===== src/rtl/riscv_id_ex_skid_stage_pkg.sv =====
// Shared widths, state encoding and helpers for the ID/EX elastic stage.
// XLEN and register-index width follow the core configuration.
package riscv_id_ex_skid_stage_pkg;

    localparam int XLEN       = 32;
    localparam int REG_IDX_W  = 5;
    localparam int CTRL_W_DEF = 16;

    // Occupancy of the two-entry buffer: main only, or main plus skid.
    typedef enum logic [1:0] {
        ST_EMPTY = 2'd0,
        ST_FULL  = 2'd1,
        ST_SKID  = 2'd2
    } skid_state_t;

    // Writes to x0 never reach the register file, so drop them at capture.
    function automatic logic qualify_we(input logic we, input logic [REG_IDX_W-1:0] rd);
        return we & (rd != '0);
    endfunction

endpackage


===== src/rtl/riscv_pipe_slot.sv =====
// Single payload register with load enable and asynchronous reset value.
// Used for both the main (head) and the skid entries of the ID/EX stage.
module riscv_pipe_slot #(
    parameter int            W    = 1,
    parameter logic [W-1:0]  INIT = '0
) (
    input  logic         clk,
    input  logic         rstn,
    input  logic         load,
    input  logic [W-1:0] d,
    output logic [W-1:0] q
);

    always_ff @(posedge clk or negedge rstn) begin
        if (!rstn) begin
            q <= INIT;
        end else if (load) begin
            q <= d;
        end
    end

endmodule


===== src/rtl/riscv_id_ex_skid_stage.sv =====
// Decode-to-execute elastic stage: main + skid buffer with registered o_ready,
// synchronous flush for redirects and a saturating back-pressure counter.
module riscv_id_ex_skid_stage
    import riscv_id_ex_skid_stage_pkg::*;
#(
    parameter logic [XLEN-1:0] REGISTER_INIT = '0,
    parameter int              CTRL_W        = CTRL_W_DEF,
    parameter int              STALL_CNT_W   = 32
) (
    input  logic                   i_clk,
    input  logic                   i_rstn,
    input  logic                   i_flush,
    input  logic                   i_valid,
    output logic                   o_ready,
    input  logic [XLEN-1:0]        i_pc,
    input  logic [XLEN-1:0]        i_rs1_data,
    input  logic [XLEN-1:0]        i_rs2_data,
    input  logic [XLEN-1:0]        i_imm,
    input  logic [REG_IDX_W-1:0]   i_rd,
    input  logic                   i_rd_we,
    input  logic [CTRL_W-1:0]      i_ctrl,
    output logic                   o_valid,
    input  logic                   i_ready,
    output logic [XLEN-1:0]        o_pc,
    output logic [XLEN-1:0]        o_rs1_data,
    output logic [XLEN-1:0]        o_rs2_data,
    output logic [XLEN-1:0]        o_imm,
    output logic [REG_IDX_W-1:0]   o_rd,
    output logic                   o_rd_we,
    output logic [CTRL_W-1:0]      o_ctrl,
    output logic [STALL_CNT_W-1:0] o_stall_cnt
);

    localparam int PAY_W = 4 * XLEN + REG_IDX_W + 1 + CTRL_W;

    localparam logic [PAY_W-1:0] PAY_INIT = {
        REGISTER_INIT, REGISTER_INIT, REGISTER_INIT, REGISTER_INIT,
        REGISTER_INIT[REG_IDX_W-1:0],
        qualify_we(REGISTER_INIT[0], REGISTER_INIT[REG_IDX_W-1:0]),
        CTRL_W'(REGISTER_INIT)
    };

    function automatic logic [STALL_CNT_W-1:0] sat_inc(input logic [STALL_CNT_W-1:0] v);
        return (v == '1) ? v : v + STALL_CNT_W'(1);
    endfunction

    skid_state_t      state_q;
    skid_state_t      state_d;
    logic             accept;
    logic             xfer;
    logic             load_main;
    logic             load_skid;
    logic             main_from_skid;
    logic [PAY_W-1:0] in_pay_p0;
    logic [PAY_W-1:0] main_d_p0;
    logic [PAY_W-1:0] main_pay_p1;
    logic [PAY_W-1:0] skid_pay_p1;
    logic [STALL_CNT_W-1:0] stall_cnt_q;

    // Stage input: pack the decoded operands, qualifying rd_we on the way in.
    assign in_pay_p0 = {i_pc, i_rs1_data, i_rs2_data, i_imm, i_rd,
                        qualify_we(i_rd_we, i_rd), i_ctrl};

    assign o_valid = (state_q != ST_EMPTY);
    assign o_ready = (state_q != ST_SKID);
    assign accept  = i_valid & o_ready;
    assign xfer    = o_valid & i_ready;

    always_ff @(posedge i_clk or negedge i_rstn) begin
        if (!i_rstn) begin
            state_q <= ST_EMPTY;
        end else begin
            state_q <= state_d;
        end
    end

    always_comb begin
        state_d        = state_q;
        load_main      = 1'b0;
        load_skid      = 1'b0;
        main_from_skid = 1'b0;
        if (i_flush) begin
            // Payload may go stale here; it is ignored while o_valid is low.
            state_d = ST_EMPTY;
        end else begin
            case (state_q)
                ST_EMPTY: begin
                    if (accept) begin
                        state_d   = ST_FULL;
                        load_main = 1'b1;
                    end
                end
                ST_FULL: begin
                    if (accept && xfer) begin
                        load_main = 1'b1;
                    end else if (accept) begin
                        state_d   = ST_SKID;
                        load_skid = 1'b1;
                    end else if (xfer) begin
                        state_d = ST_EMPTY;
                    end
                end
                ST_SKID: begin
                    if (xfer) begin
                        state_d        = ST_FULL;
                        load_main      = 1'b1;
                        main_from_skid = 1'b1;
                    end
                end
                default: state_d = ST_EMPTY;
            endcase
        end
    end

    assign main_d_p0 = main_from_skid ? skid_pay_p1 : in_pay_p0;

    // Stage output: the main slot is always the head entry driven downstream.
    riscv_pipe_slot #(
        .W    (PAY_W),
        .INIT (PAY_INIT)
    ) u_main_slot (
        .clk  (i_clk),
        .rstn (i_rstn),
        .load (load_main),
        .d    (main_d_p0),
        .q    (main_pay_p1)
    );

    riscv_pipe_slot #(
        .W    (PAY_W),
        .INIT (PAY_INIT)
    ) u_skid_slot (
        .clk  (i_clk),
        .rstn (i_rstn),
        .load (load_skid),
        .d    (in_pay_p0),
        .q    (skid_pay_p1)
    );

    assign {o_pc, o_rs1_data, o_rs2_data, o_imm, o_rd, o_rd_we, o_ctrl} = main_pay_p1;

    always_ff @(posedge i_clk or negedge i_rstn) begin
        if (!i_rstn) begin
            stall_cnt_q <= '0;
        end else if (o_valid && !i_ready) begin
            stall_cnt_q <= sat_inc(stall_cnt_q);
        end
    end

    assign o_stall_cnt = stall_cnt_q;

endmodule


===== config.mk =====
export PLATFORM = sky130hd
export DESIGN_NAME = riscv_id_ex_skid_stage
export DESIGN_NICKNAME = d
export VERILOG_FILES = /design/src/rtl/riscv_id_ex_skid_stage_pkg.sv /design/src/rtl/riscv_pipe_slot.sv /design/src/rtl/riscv_id_ex_skid_stage.sv
export SDC_FILE = /design/constraint.sdc
export NUM_CORES = 1
export LEC_CHECK = 0
export BUFFER_PORTS_ARGS = -buffer_cell sky130_fd_sc_hd__buf_2
export CAP_MARGIN = 5
export CORE_ASPECT_RATIO = 1.2
export CORE_MARGIN = 1.5
export CORE_UTILIZATION = 54
export DETAILED_ROUTE_END_ITERATION = 8
export PLACE_DENSITY_LB_ADDON = 0.2
export SLEW_MARGIN = 20
export SYNTH_ARGS = -nofsm -noshare
export SYNTH_HDL_FRONTEND = slang
export SYNTH_SLANG_ARGS = --single-unit
export TNS_END_PERCENT = 20

===== constraint.sdc =====
create_clock -name i_clk -period 2.7 [get_ports i_clk]
set_clock_uncertainty 0.05 [all_clocks]
set_input_delay 0.27 -clock i_clk [delete_from_list [all_inputs] [get_ports i_clk]]
set_output_delay 0.27 -clock i_clk [all_outputs]
set_load 0.1 [all_outputs]

==> reports/metrics.json, run 1 <==
{
  "run_status": "finished clean",
  "setup_violations": 0,
  "leakage_nw": 8.89,
  "synthesis.area_um2": 14100,
  "worstSkewPairLatency_ps": 550,
  "via_count": 12100,
  "power-per-cell-area_nw_per_um2": 888,
  "grtUsageMet2_pct": 47.7,
  "final.setup.tns_ps": 0,
  "drv.max_cap_violation_count": 0,
  "place_ws_ps": 501,
  "p_seq_share_pct": 40.0,
  "cts.sinks": 334,
  "cts-root-buf": "sky130_fd_sc_hd__clkbuf_16",
  "synth.avg_cell_area_um2": 9.70,
  "cp.arrival_ps": 2610,
  "combinationalPowerShare_pct": 33.7,
  "critPathKind": "reg -> reg",
  "detail_route.iter0.violations": 517,
  "most_utilized_layer_in_the_global_route_result": "met2",
  "post-cts-setup-buffers": 0,
  "worstPathRequired_ps": 3090,
  "dp_cells": 2061,
  "clock_power_share_pct": 26.3,
  "grt_pass1_wl_um": 60300,
  "start_kind": "register",
  "clk_path_buf_depth": 3,
  "timing.fmax_mhz": 450,
  "start_util_pct": 55.1,
  "synth_warnings": 0,
  "rows": 64,
  "grt_antenna_before_repair": 1,
  "drc_viols": 0,
  "placed_area_um2": 16200,
  "boundaryPins": 339,
  "postLayoutCoreUtil_pct": 73.2,
  "met1_usage_pct": 34.2,
  "vdd.ir_drop.worst_v": 0.000634,
  "finalCritPeriodShare_pct": 82.3,
  "chipWidth_um": 151,
  "slew_headroom_pct": 50.2,
  "whs_endpoint": "u_skid_slot.q[16]",
  "slew_violations": 0,
  "tritoncts.num_buffers": 31,
  "grt_util_all_layers_pct": 27.6,
  "worst_setup_hold_path_clk_slew_ps": 60,
  "final.setup.worst_slack_ps": 477,
  "number_of_buffers_added_on_ports": 338,
  "core_area_um2": 25600,
  "h-tree-depth": 1,
  "critical_path.reg2reg.endpoint": "o_stall_cnt[31]",
  "synth_seq_area_share_pct": 59.2,
  "die_h_um": 180,
  "rr_startpoint": "o_stall_cnt[8]",
  "critical_path.endpoint_type": "register",
  "tightest_slew_ps": 747,
  "synth_area_leaders": "sky130_fd_sc_hd__dfrtp_1, sky130_fd_sc_hd__nand2_1, sky130_fd_sc_hd__mux2i_1, sky130_fd_sc_hd__a21oi_1, sky130_fd_sc_hd__nor2_1",
  "fin_nets": 2073,
  "netlist_instances": 1455,
  "setup_repair_after_global_routing_missed_its_margin": "no",
  "die-area_um2": 27100,
  "globalplace.congestion": 0.800,
  "final_layout_size_suffix_gt1_share_pct": 22.0,
  "viasPerCell": 5.30,
  "grtUsageMet3_pct": 5.57,
  "final_cell_count_no_fill": 2272,
  "power.internal_w": 0.00965,
  "syn_nets": 1611,
  "p_switching_w": 0.00701,
  "post_synth_top_area_cell": "sky130_fd_sc_hd__dfrtp_1",
  "final_antenna_net_count": 0,
  "cts_tree": "built",
  "vias_in_the_first_global_route": 12300,
  "sw_frac_of_total_pct": 42.1,
  "synth_cell_types": 44,
  "r2r_slack_ps": 480,
  "hold_path_startpoint": "i_rd_we",
  "detailed_place_hpwl_um": 22800,
  "postRouteWirelength_um": 37400,
  "layout.cell_area.non_filler_um2": 18800,
  "synth_seq_cells": 334,
  "wire_per_inst_um": 16.5,
  "worstHoldPathType": "in -> reg",
  "grt_overflow": 0,
  "timing.final.hold_violations": 0,
  "length_in_cells_of_the_worst_reg_to_reg_path": 5,
  "drt_first_pass_iters": 5,
  "area_delta_synth_final_pct": 33.0,
  "worstHoldPathCells": 3,
  "num-fill-cells": 1752,
  "synth.top_cell.area_share_pct": 59.2,
  "crit_path_max_fanout": 9,
  "grt_max_degree": 169,
  "final_period_minus_worst_setup_slack_ps": 2220
}
==> registers in the layout (all words and copies together) (netlist names) <==
signal and count:
u_skid_slot.q 150, state_q 2, u_main_slot.q 150, o_stall_cnt 32
==> cells in the final DEF (no fill, tap or decap), types with 2 or more instances in the layout <==
master                            n
sky130_fd_sc_hd__bufinv_16        2
sky130_fd_sc_hd__and3_1           2
sky130_fd_sc_hd__nand2b_1         3
sky130_fd_sc_hd__dfrtp_2          2
sky130_fd_sc_hd__clkinv_2         5
sky130_fd_sc_hd__mux2i_1        149
sky130_fd_sc_hd__buf_4           11
sky130_fd_sc_hd__nand2_1        460
sky130_fd_sc_hd__a21oi_1        155
sky130_fd_sc_hd__nand4_1          9
sky130_fd_sc_hd__nor4_1           2
sky130_fd_sc_hd__buf_12          12
sky130_fd_sc_hd__buf_2          337
sky130_fd_sc_hd__dlygate4sd3_1  153
sky130_fd_sc_hd__and3_2           2
sky130_fd_sc_hd__nand3_1         16
sky130_fd_sc_hd__nor3_1           6
sky130_fd_sc_hd__or2_2            3
sky130_fd_sc_hd__xor2_1           6
sky130_fd_sc_hd__clkinvlp_4       2
sky130_fd_sc_hd__xnor2_1         23
sky130_fd_sc_hd__clkbuf_1         9
sky130_fd_sc_hd__o21ai_0          6
sky130_fd_sc_hd__dfrtp_1        332
sky130_fd_sc_hd__or4_1            2
sky130_fd_sc_hd__nor2_1         164
sky130_fd_sc_hd__clkbuf_16       31
sky130_fd_sc_hd__clkbuf_8         8
sky130_fd_sc_hd__inv_1            4
==> what timing repair did <==
action                     CTS  global route
setup endpoints to repair    0             0
gates resized for setup      0             0
hold endpoints to repair   321             0
hold buffers               153             0
==> per-layer routing <==
metal,vias to the layer above,share of wire (%)
met4,0,3.9
met5,-,0
met3,101,6.5
li1,5699,-
met1,5870,40
met2,382,49
==> final cells by class <==
cell class	instances	area [um2]	share of cell area [%]
antenna	1	2.50	0.0133
clock buffer	48	920	4.90
clock inverter	9	100	0.533
inverter	4	15.0	0.0800
multi-input combinational	1032	5400	28.8
sequential	334	8360	44.6
tap	330	413	2.20
timing repair buffer	514	3560	19.0
==> kinds of logic after synthesis <==
family,count (synthesis),synth area share [%]
and+or+nand+nor,679,19.1
muxes,150,10.6
xor gates and xnor gates,29,1.80
DFF,334,59.2
AOI/OAI and AO/OA,173,6.43
adders and majority gates,1,0.0886
buffers and inverters,89,2.72
==> worst max-delay path by stage <==
stage | startpoint | slack (ps) | to
after floorplan | o_stall_cnt[9] | 70 | o_stall_cnt[31]
after global routing | o_stall_cnt[0] | 270 | o_stall_cnt[7]
after detailed placement | o_stall_cnt[0] | 500 | o_stall_cnt[25]
final | o_stall_cnt[8] | 480 | o_stall_cnt[31]
after CTS | o_stall_cnt[0] | 490 | o_stall_cnt[25]
after global placement | o_stall_cnt[0] | 570 | o_stall_cnt[31]
==> worst max-delay path, cell delays in order (launching register included) <==
cell	delay [ps]
sky130_fd_sc_hd__dfrtp_1	440
sky130_fd_sc_hd__nand4_1	290
sky130_fd_sc_hd__nor4_1	560
sky130_fd_sc_hd__o31a_1	450
sky130_fd_sc_hd__nand4_1	160
sky130_fd_sc_hd__xnor2_1	150
==> synth_stat cells (all sizes together) <==
library cell / number
o21a: 1
nand4: 10
o21bai: 1
nor4: 4
and3: 4
clkbuf: 67
xnor2: 23
nand2: 460
o31ai: 1
nand3: 16
inv: 4
dfrtp: 334
nor2b: 1
or4: 2
o21ai: 6
buf: 18
a21oi: 156
nor2: 164
o22a: 1
a21bo: 1
xor2: 6
o211ai: 1
ha: 1
nand3b: 1
o311ai: 1
nor3b: 1
a21o: 1
mux2: 1
nand2b: 3
mux2i: 149
a41oi: 1
or3: 3
o31a: 1
nor3: 7
a31oi: 1
or2: 3
==> power by group through the flow <==
| stage | sequential [W] | clock, W | combinational [W] |
|---|---|---|---|
| after CTS | 0.00664 | 0.00445 | 0.00560 |
| after global placement | 0.00667 | 0 | 0.00533 |
| after global routing | 0.00678 | 0.00466 | 0.00593 |
| after detailed placement | 0.00672 | 0 | 0.00541 |
| final | 0.00666 | 0.00438 | 0.00562 |
| after floorplan | 0.00990 | 0 | 0.00105 |
==> through the flow <==
step | power (W) | hold WS [ps]
after floorplan | 0.0110 | -75.6
after global placement | 0.0120 | 254
after detailed placement | 0.0121 | 256
after CTS | 0.0167 | 12.2
after global routing | 0.0174 | 55.0
final | 0.0167 | 27.9
Note: power is estimated with default switching activity, not from simulation.
==> run 2: changes to the inputs <==
Settings changed: ABC_AREA set to 1, CORE_UTILIZATION 54 to 49.
Clock period 2.7 ns to 1.79 ns, I/O delays scaled along.
==> run 2 against run 1 <==
Compared with the run above: fmax rose by 28%; first-iteration DRC count rose by 110%; final area rose by 7.9%; sequential share of layout area fell by 2.8 points; routed wire length rose by 10%; largest cell class unchanged; non-clock buffer count rose by 39; clock power rose by 58%; final cell count rose by 20%; utilization fell by 5.1 points.
==> reports/metrics.json, run 2 <==
{
  "boundaryPins": {"value": 339, "change": "unchanged"},
  "synth_warnings": {"value": 0, "change": "unchanged"},
  "fin_nets": {"value": 2474, "change": "was 2,073"},
  "final_period_minus_worst_setup_slack": {"value": 1740, "unit": "ps", "change": "was 2220 ps"},
  "placed_area": {"value": 17500, "unit": "um2", "change": "was 16,200 um2"},
  "grt_overflow": {"value": 0, "change": "unchanged"},
  "critPathKind": {"value": "reg -> reg", "change": "unchanged"},
  "mostFrequentLayoutCells": {"value": "sky130_fd_sc_hd__nand2_1, sky130_fd_sc_hd__buf_2, sky130_fd_sc_hd__o21ai_1", "change": "was sky130_fd_sc_hd__nand2_1, sky130_fd_sc_hd__buf_2, sky130_fd_sc_hd__dfrtp_1"},
  "netlist_instances": {"value": 1831, "change": "was 1,455"},
  "clock_power_share": {"value": 22.1, "unit": "%", "change": "was 26.3%"},
  "globalplace.congestion": {"value": 0.864, "change": "was 0.800"},
  "drc_viols": {"value": 0, "change": "unchanged"},
  "path_common_cell": {"value": "sky130_fd_sc_hd__o21ai_1", "change": "was sky130_fd_sc_hd__nand4_1"},
  "grt_pass1_wl": {"value": 66400, "unit": "um", "change": "was 60,300 um"},
  "cts.sinks": {"value": 334, "change": "unchanged"},
  "detail_route.iter0.violations": {"value": 1074, "change": "was 517"},
  "final_antenna_net_count": {"value": 0, "change": "unchanged"},
  "power.internal": {"value": 0.0167, "unit": "W", "change": "was 0.00965 W"},
  "leakage": {"value": 10.6, "unit": "nW", "change": "was 8.89 nW"},
  "core_area": {"value": 29700, "unit": "um2", "change": "was 25,600 um2"},
  "die_h": {"value": 194, "unit": "um", "change": "was 180 um"},
  "final_layout_size_suffix_gt1_share": {"value": 21.8, "unit": "%", "change": "was 22.0%"},
  "power-per-cell-area": {"value": 1550, "unit": "nW/um2", "change": "was 888 nW/um2"},
  "combinationalPowerShare": {"value": 41.0, "unit": "%", "change": "was 33.7%"},
  "synth.avg_cell_area": {"value": 8.11, "unit": "um2", "change": "was 9.70 um2"},
  "cts_tree": {"value": "built", "change": "unchanged"},
  "final.setup.worst_slack": {"value": 50.1, "unit": "ps", "change": "was 477 ps"},
  "async_flop_share": {"value": 100, "unit": "%", "change": "unchanged"},
  "run_status": {"value": "finished clean", "change": "unchanged"},
  "synth_seq_cells": {"value": 334, "change": "unchanged"},
  "synth_most_common_cell": {"value": "sky130_fd_sc_hd__nand2_1", "change": "unchanged"},
  "number_of_buffers_added_on_ports": {"value": 338, "change": "unchanged"},
  "worstSkewPairLatency": {"value": 510, "unit": "ps", "change": "was 550 ps"},
  "number_of_flops_mapped_to_enable_cells_by_yosys": {"value": 0, "change": "unchanged"},
  "synth_area_leaders": {"value": "sky130_fd_sc_hd__dfrtp_1, sky130_fd_sc_hd__nand2_1, sky130_fd_sc_hd__o21ai_1, sky130_fd_sc_hd__inv_1, sky130_fd_sc_hd__o21ai_0", "change": "was sky130_fd_sc_hd__dfrtp_1, sky130_fd_sc_hd__nand2_1, sky130_fd_sc_hd__mux2i_1, sky130_fd_sc_hd__a21oi_1, sky130_fd_sc_hd__nor2_1"},
  "area_delta_synth_final": {"value": 36.3, "unit": "%", "change": "was 33.0%"},
  "timing.fmax": {"value": 575, "unit": "MHz", "change": "was 450 MHz"},
  "worstHoldPathType": {"value": "in -> reg", "change": "unchanged"},
  "crit_path_max_fanout": {"value": 40, "change": "was 9"},
  "grt_max_degree": {"value": 76, "change": "was 169"},
  "cp.arrival": {"value": 2120, "unit": "ps", "change": "was 2610 ps"},
  "finalCritPeriodShare": {"value": 97.2, "unit": "%", "change": "was 82.3%"},
  "final_common_cell": {"value": "sky130_fd_sc_hd__nand2_1", "change": "unchanged"},
  "die-area": {"value": 31400, "unit": "um2", "change": "was 27,100 um2"},
  "worst_setup_hold_path_clk_slew": {"value": 60, "unit": "ps", "change": "about the same"},
  "tritoncts.num_buffers": {"value": 35, "change": "was 31"},
  "drv.max_cap_violation_count": {"value": 0, "change": "unchanged"},
  "h-tree-depth": {"value": 2, "change": "was 1"},
  "critPathMaxStageDelay": {"value": 450, "unit": "ps", "change": "was 560 ps"},
  "sw_frac_of_total": {"value": 46.6, "unit": "%", "change": "was 42.1%"},
  "slew_violations": {"value": 0, "change": "unchanged"},
  "synth.cells.most_frequent": {"value": "sky130_fd_sc_hd__nand2_1, sky130_fd_sc_hd__dfrtp_1, sky130_fd_sc_hd__o21ai_1, sky130_fd_sc_hd__inv_1, sky130_fd_sc_hd__o21ai_0", "change": "was sky130_fd_sc_hd__nand2_1, sky130_fd_sc_hd__dfrtp_1, sky130_fd_sc_hd__nor2_1, sky130_fd_sc_hd__a21oi_1, sky130_fd_sc_hd__mux2i_1"},
  "worst_path_buffer_plus_inverter_count": {"value": 4, "change": "was 0"},
  "post_synth_top_area_cell": {"value": "sky130_fd_sc_hd__dfrtp_1", "change": "unchanged"},
  "drt_first_pass_iters": {"value": 6, "change": "was 5"},
  "viasPerCell": {"value": 5.05, "change": "was 5.30"},
  "setup_repair_after_global_routing_missed_its_margin": {"value": "yes", "change": "was no"},
  "critical_path.endpoint_type": {"value": "register", "change": "unchanged"},
  "timing.critical_path.slowest_stage_cell": {"value": "sky130_fd_sc_hd__dfrtp_2", "change": "was sky130_fd_sc_hd__nor4_1"},
  "synth_flop_cell": {"value": "sky130_fd_sc_hd__dfrtp_1", "change": "unchanged"},
  "grt_util_all_layers": {"value": 25.9, "unit": "%", "change": "was 27.6%"},
  "cts-root-buf": {"value": "sky130_fd_sc_hd__clkbuf_16", "change": "unchanged"},
  "worstPathCellList": {"value": "inv_2 > nand2_4 > nor3_4 > buf_4 > inv_6 > buf_12 > nand2_1 > o21ai_1 > o21ai_1", "change": "was nand4_1 > nor4_1 > o31a_1 > nand4_1 > xnor2_1"},
  "vdd.ir_drop.worst": {"value": 0.00116, "unit": "V", "change": "was 0.000634 V"},
  "postRouteWirelength": {"value": 41400, "unit": "um", "change": "was 37,400 um"},
  "wire_per_inst": {"value": 15.1, "unit": "um", "change": "was 16.5 um"},
  "p_seq_share": {"value": 36.9, "unit": "%", "change": "was 40.0%"},
  "postLayoutCoreUtil": {"value": 68.2, "unit": "%", "change": "was 73.2%"},
  "synth_cell_types": {"value": 26, "change": "was 44"},
  "final_hold_slack": {"value": 85.2, "unit": "ps", "change": "was 27.9 ps"},
  "slew_headroom": {"value": 64.3, "unit": "%", "change": "was 50.2%"},
  "tightest_slew": {"value": 540, "unit": "ps", "change": "was 747 ps"},
  "place_ws": {"value": 84.5, "unit": "ps", "change": "was 501 ps"},
  "worstPathRequired": {"value": 2170, "unit": "ps", "change": "was 3090 ps"},
  "detailed_place_hpwl": {"value": 26200, "unit": "um", "change": "was 22,800 um"},
  "start_util": {"value": 50.0, "unit": "%", "change": "was 55.1%"},
  "setup_violations": {"value": 0, "change": "unchanged"},
  "layout.cell_area.non_filler": {"value": 20200, "unit": "um2", "change": "was 18,800 um2"},
  "synthesis.area": {"value": 14900, "unit": "um2", "change": "was 14,100 um2"},
  "chipWidth": {"value": 162, "unit": "um", "change": "was 151 um"},
  "start_kind": {"value": "register", "change": "unchanged"},
  "critical_path.top_delay_family": {"value": "buffers and inverters", "change": "was simple AND/OR/NAND/NOR gates"},
  "vias_in_the_first_global_route": {"value": 13600, "change": "was 12,300"},
  "rows": {"value": 69, "change": "was 64"},
  "via_count": {"value": 13800, "change": "was 12,100"},
  "clk_path_buf_depth": {"value": 3, "change": "unchanged"},
  "synth.top_cell.area_share": {"value": 56.3, "unit": "%", "change": "was 59.2%"},
  "p_switching": {"value": 0.0146, "unit": "W", "change": "was 0.00701 W"},
  "syn_nets": {"value": 1987, "change": "was 1,611"},
  "timing.final.hold_violations": {"value": 0, "change": "unchanged"},
  "grt_antenna_before_repair": {"value": 3, "change": "was 1"},
  "synth_seq_area_share": {"value": 56.3, "unit": "%", "change": "was 59.2%"}
}
run 2: cell types whose count changed after synthesis, moves of 28 or more:
cell and change:
sky130_fd_sc_hd__o21ai_1 +317, sky130_fd_sc_hd__inv_1 +177, sky130_fd_sc_hd__mux2i_1 -149, sky130_fd_sc_hd__nand2_1 +146
sky130_fd_sc_hd__a21oi_1 -118, sky130_fd_sc_hd__o21ai_0 +98, sky130_fd_sc_hd__nor2_1 -74, sky130_fd_sc_hd__buf_2 +29
sky130_fd_sc_hd__clkbuf_1 -28
run 2: cell families (layout without fill, tap and decap cells):
group / after synthesis / after routing / share of synthesized area [%]
AO/OA/AOI/OAI: 459 / 459 / 15.5
XOR/XNOR: 12 / 12 / 0.707
AND/OR/NAND/NOR: 735 / 735 / 19.3
flip-flops: 334 / 334 / 56.3
buffers and inverters: 290 / 800 / 8.24
adder cells (fa/ha/maj): 1 / 1 / 0.0842
other: 0 / 2 / 0
run 2: worst paths after layout:
kind | startpoint | end | slack, ps | cells past startpoint
setup / recovery | state_q[0] | u_main_slot.q[70] | 50 | 9
hold / removal | i_ready | state_q[1] | 90 | 4
setup reg to reg | state_q[0] | u_main_slot.q[70] | 50 | 9
hold reg to reg | u_main_slot.q[45] | u_main_slot.q[45] | 430 | 2
max in group asynchronous | i_rstn | u_main_slot.q[77] | 860 | 3
min in group asynchronous | i_rstn | o_stall_cnt[22] | 150 | 2
run 2: metal layers:
| metal | wire length, um | vias to the layer above | GRT usage, % | share of wire (%) |
|---|---|---|---|---|
| met1 | 16900 | 6383 | 32.2 | 41 |
| met3 | 2520 | 140 | 4.86 | 6.1 |
| met2 | 19900 | 506 | 43.0 | 48 |
| li1 | - | 6766 | - | - |
| met4 | 2090 | 2 | 13.2 | 5.1 |
| met5 | 10 | - | 0 | 0.024 |
run 2: power by group through the flow:
stage	clock network, W	registers, W	logic, W
floorplan	0	0.0186	0.00285
global placement	0	0.0115	0.0123
detailed placement	0	0.0116	0.0125
CTS	0.00707	0.0115	0.0128
global route	0.00735	0.0118	0.0136
finish	0.00692	0.0116	0.0128
run 2: area by class of cell:
| cell class | instances | area, um2 |
|---|---|---|
| clock inverter | 8 | 42.5 |
| clock buffer | 52 | 1040 |
| multi-input combinational | 1207 | 5340 |
| sequential | 334 | 8460 |
| tap | 390 | 488 |
| fill | 2364 | 9450 |
| inverter | 187 | 709 |
| timing repair buffer | 553 | 4160 |
| antenna | 2 | 5.00 |
run 2: per-stage QoR:
stage / instances / total power, W / setup TNS (ps)
final: 2733 / 0.0313 / 0
after CTS: 2720 / 0.0314 / 0
after global placement: 2508 / 0.0238 / 0
after floorplan: 1831 / 0.0214 / -485
after detailed placement: 2508 / 0.0241 / 0
after global routing: 2732 / 0.0328 / -76.1
run 2: tightest hold or removal path, cell delays in order:
cell and delay (ps):
sky130_fd_sc_hd__buf_2 140, sky130_fd_sc_hd__inv_2 90, sky130_fd_sc_hd__nand4_1 130, sky130_fd_sc_hd__nand2_1 60
run 2: repair_timing:
item	CTS	global route
gates cloned	0	5
gates resized for setup	3	10
endpoints found under the hold margin	458	0
pin swaps	0	1
buffers inserted	0	6
hold buffers	152	0
endpoints found under the setup margin	2	159
==> run 3: changes to the inputs <==
Settings changed: CELL_PAD_IN_SITES_DETAIL_PLACEMENT set to 1, CELL_PAD_IN_SITES_GLOBAL_PLACEMENT set to 1, CORE_ASPECT_RATIO 1.2 to not set, CORE_UTILIZATION 49 to 36.
==> run 3 against run 2 <==
Compared with the run above: the flow now finishes with violations (setup timing); clock power increased by 18%; count of clock-buffer cells in the layout is 4 higher; register-to-register slack worse by 80 ps; power is 4.9% higher; sequential share of layout area fell by 1.3 points; final area up 3.2%; global-route usage shrank 2.9 points; utilization shrank 17 points; highest routed layer unchanged.
==> reports/metrics.json, run 3 (synthesized netlist as in run 2, its figures left out) <==
{
  "critPathMaxStageDelay": {"value": 460, "unit": "ps", "change": "was 450 ps"},
  "finalCritPeriodShare": {"value": 102, "unit": "%", "change": "was 97.2%"},
  "via_count": {"value": 14000, "change": "was 13,800"},
  "worst_setup_hold_path_clk_slew": {"value": 60, "unit": "ps", "change": "about the same"},
  "grt_max_degree": {"value": 59, "change": "was 76"},
  "cts-root-buf": {"value": "sky130_fd_sc_hd__clkbuf_16", "change": "unchanged"},
  "start_util": {"value": 36.5, "unit": "%", "change": "was 50.0%"},
  "tightest_slew": {"value": 560, "unit": "ps", "change": "was 540 ps"},
  "run_status": {"value": "finished, violations left", "change": "was finished clean"},
  "length_in_cells_of_the_worst_reg_to_reg_path": {"value": 8, "change": "was 9"},
  "wire_per_inst": {"value": 17.3, "unit": "um", "change": "was 15.1 um"},
  "start_kind": {"value": "register", "change": "unchanged"},
  "grt_pass1_wl": {"value": 77900, "unit": "um", "change": "was 66,400 um"},
  "num-fill-cells": {"value": 4912, "change": "was 2,364"},
  "final_period_minus_worst_setup_slack": {"value": 1820, "unit": "ps", "change": "was 1740 ps"},
  "path_common_cell": {"value": "sky130_fd_sc_hd__o21ai_1", "change": "unchanged"},
  "rows": {"value": 74, "change": "was 69"},
  "worstPathCellList": {"value": "inv_4 > nand2_4 > nor3_4 > bufinv_16 > buf_6 > nand2_1 > o21ai_1 > o21ai_1", "change": "was inv_2 > nand2_4 > nor3_4 > buf_4 > inv_6 > buf_12 > nand2_1 > o21ai_1 > o21ai_1"},
  "power.internal": {"value": 0.0176, "unit": "W", "change": "was 0.0167 W"},
  "globalplace.congestion": {"value": 0.813, "change": "was 0.864"},
  "worstPathRequired": {"value": 2200, "unit": "ps", "change": "was 2170 ps"},
  "fin_nets": {"value": 2488, "change": "was 2,474"},
  "leakage": {"value": 10.8, "unit": "nW", "change": "was 10.6 nW"},
  "final_layout_size_suffix_gt1_share": {"value": 23.3, "unit": "%", "change": "was 21.8%"},
  "setup_repair_after_global_routing_missed_its_margin": {"value": "yes", "change": "unchanged"},
  "timing.critical_path.slowest_stage_cell": {"value": "sky130_fd_sc_hd__dfrtp_2", "change": "unchanged"},
  "die-area": {"value": 42500, "unit": "um2", "change": "was 31,400 um2"},
  "cts.sinks": {"value": 334, "change": "unchanged"},
  "boundaryPins": {"value": 339, "change": "unchanged"},
  "drc_viols": {"value": 0, "change": "unchanged"},
  "crit_path_max_fanout": {"value": 12, "change": "was 40"},
  "detailed_place_hpwl": {"value": 31900, "unit": "um", "change": "was 26,200 um"},
  "power-per-cell-area": {"value": 1570, "unit": "nW/um2", "change": "was 1550 nW/um2"},
  "worstSkewPairLatency": {"value": 550, "unit": "ps", "change": "was 510 ps"},
  "timing.fmax": {"value": 549, "unit": "MHz", "change": "was 575 MHz"},
  "rr_startpoint": {"value": "state_q[0]", "change": "unchanged"},
  "tritoncts.num_buffers": {"value": 40, "change": "was 35"},
  "h-tree-depth": {"value": 2, "change": "unchanged"},
  "worst_path_buffer_plus_inverter_count": {"value": 3, "change": "was 4"},
  "hold_path_startpoint": {"value": "i_valid", "change": "was i_ready"},
  "slew_headroom": {"value": 62.9, "unit": "%", "change": "was 64.3%"},
  "timing.final.hold_violations": {"value": 0, "change": "unchanged"},
  "setup_violations": {"value": 9, "change": "was 0"},
  "critical_path.endpoint_type": {"value": "register", "change": "unchanged"},
  "cts_tree": {"value": "built", "change": "unchanged"},
  "area_delta_synth_final": {"value": 40.6, "unit": "%", "change": "was 36.3%"},
  "layout.cell_area.non_filler": {"value": 20900, "unit": "um2", "change": "was 20,200 um2"},
  "slew_violations": {"value": 0, "change": "unchanged"},
  "final.setup.tns": {"value": -118, "unit": "ps", "change": "was 0 ps"},
  "core_area": {"value": 40700, "unit": "um2", "change": "was 29,700 um2"},
  "drt_first_pass_iters": {"value": 5, "change": "was 6"},
  "chipWidth": {"value": 206, "unit": "um", "change": "was 162 um"},
  "cp.arrival": {"value": 2240, "unit": "ps", "change": "was 2120 ps"},
  "drv.max_cap_violation_count": {"value": 0, "change": "unchanged"},
  "die_h": {"value": 206, "unit": "um", "change": "was 194 um"},
  "critPathKind": {"value": "reg -> reg", "change": "unchanged"},
  "worstHoldPathCells": {"value": 5, "change": "was 4"},
  "p_seq_share": {"value": 35.5, "unit": "%", "change": "was 36.9%"},
  "r2r_slack": {"value": -30, "unit": "ps", "change": "was 50 ps"},
  "mostFrequentLayoutCells": {"value": "sky130_fd_sc_hd__nand2_1, sky130_fd_sc_hd__buf_2, sky130_fd_sc_hd__o21ai_1", "change": "unchanged"},
  "grt_antenna_before_repair": {"value": 1, "change": "was 3"},
  "grt_util_all_layers": {"value": 23.0, "unit": "%", "change": "was 25.9%"},
  "violated_checks": "setup timing",
  "detail_route.iter0.violations": {"value": 631, "change": "was 1,074"},
  "grt_overflow": {"value": 0, "change": "unchanged"},
  "place_ws": {"value": -44.8, "unit": "ps", "change": "was 84.5 ps"},
  "p_switching": {"value": 0.0153, "unit": "W", "change": "was 0.0146 W"},
  "critical_path.reg2reg.endpoint": {"value": "u_main_slot.q[76]", "change": "was u_main_slot.q[70]"},
  "clock_power_share": {"value": 24.8, "unit": "%", "change": "was 22.1%"},
  "clk_path_buf_depth": {"value": 3, "change": "unchanged"},
  "whs_endpoint": {"value": "state_q[0]", "change": "was state_q[1]"},
  "vdd.ir_drop.worst": {"value": 0.000941, "unit": "V", "change": "was 0.00116 V"},
  "critical_path.top_delay_family": {"value": "buffers and inverters", "change": "unchanged"},
  "worstHoldPathType": {"value": "in -> reg", "change": "unchanged"},
  "p_total": {"value": 0.0329, "unit": "W", "change": "was 0.0313 W"},
  "combinationalPowerShare": {"value": 39.7, "unit": "%", "change": "was 41.0%"},
  "postRouteWirelength": {"value": 50000, "unit": "um", "change": "was 41,400 um"},
  "viasPerCell": {"value": 4.83, "change": "was 5.05"},
  "number_of_buffers_added_on_ports": {"value": 338, "change": "unchanged"},
  "placed_area": {"value": 17700, "unit": "um2", "change": "was 17,500 um2"},
  "final_common_cell": {"value": "sky130_fd_sc_hd__nand2_1", "change": "unchanged"},
  "final.setup.worst_slack": {"value": -33.0, "unit": "ps", "change": "was 50.1 ps"},
  "sw_frac_of_total": {"value": 46.5, "unit": "%", "change": "was 46.6%"},
  "vias_in_the_first_global_route": {"value": 14800, "change": "was 13,600"},
  "final_antenna_net_count": {"value": 0, "change": "unchanged"}
}
[run 3: cell count changes in the layout (fill, tap and decap cells not counted), sizes merged]
cell,change
buf,+5
bufinv,+4
clkbuf,+4
clkinv,+3
diode,+1
dlygate4sd3,+2
inv,+3
[run 3: worst min-delay path, stage by stage]
cell and delay [ps]:
sky130_fd_sc_hd__buf_2 120, sky130_fd_sc_hd__nand2_1 60, sky130_fd_sc_hd__nand4_1 70, sky130_fd_sc_hd__nand3_1 90
sky130_fd_sc_hd__o21ai_0 80
[run 3: cell type report]
class	count	area, um2	share of cell area (%)
repair buffers	560	4270	20.5
well taps	532	666	3.19
flip-flops and latches	334	8460	40.5
clock inverters	16	179	0.857
repair inverters	2	17.5	0.0839
clock buffers	56	1120	5.37
diodes	3	7.51	0.0359
inverters	187	736	3.52
multi-input cells	1207	5430	26.0
[run 3: worst max-delay path by stage]
| stage | slack [ps] | to | cells after the start | from |
|---|---|---|---|---|
| finish | -30 | u_main_slot.q[76] | 8 | state_q[0] |
| global route | -90 | u_main_slot.q[76] | 8 | state_q[0] |
| CTS | -30 | u_main_slot.q[70] | 7 | state_q[0] |
| detailed placement | -40 | u_skid_slot.q[13] | 7 | state_q[1] |
| global placement | 50 | u_skid_slot.q[43] | 8 | state_q[1] |
| floorplan | -30 | o_stall_cnt[26] | 11 | o_stall_cnt[0] |
[run 3: per-layer routing]
layer	global-route usage (%)	up-vias	wire length (um)
met1	29.2	6805	21800
met2	39.0	296	24500
met5	0	-	11
met3	4.27	84	2220
li1	-	6801	-
met4	8.33	2	1460
[run 3: power by group through the flow]
stage	registers, W	clock network (W)	logic (W)
2_1_floorplan	0.0186	0	0.00285
3_3_place_gp	0.0116	0	0.0123
3_5_place_dp	0.0117	0	0.0126
4_1_cts	0.0116	0.00840	0.0129
5_1_grt	0.0120	0.00867	0.0139
6_report	0.0117	0.00814	0.0130
[run 3: stage by stage]
stage / util [%] / hold slack, ps / instances
5_1_grt: 51.3 / 82.2 / 2894
2_1_floorplan: - / -167 / 1831
4_1_cts: 50.4 / 11.4 / 2882
3_3_place_gp: 43.4 / 105 / 2656
3_5_place_dp: 43.4 / 104 / 2656
6_report: 51.3 / 45.4 / 2897
[run 3: repair_timing]
action,CTS,global route
resized for setup,7,49
hold buffers,154,0
endpoints found under the hold margin,614,0
endpoints found under the setup margin,56,251
pin swaps,1,7
buffers inserted,0,6
gates cloned,0,6
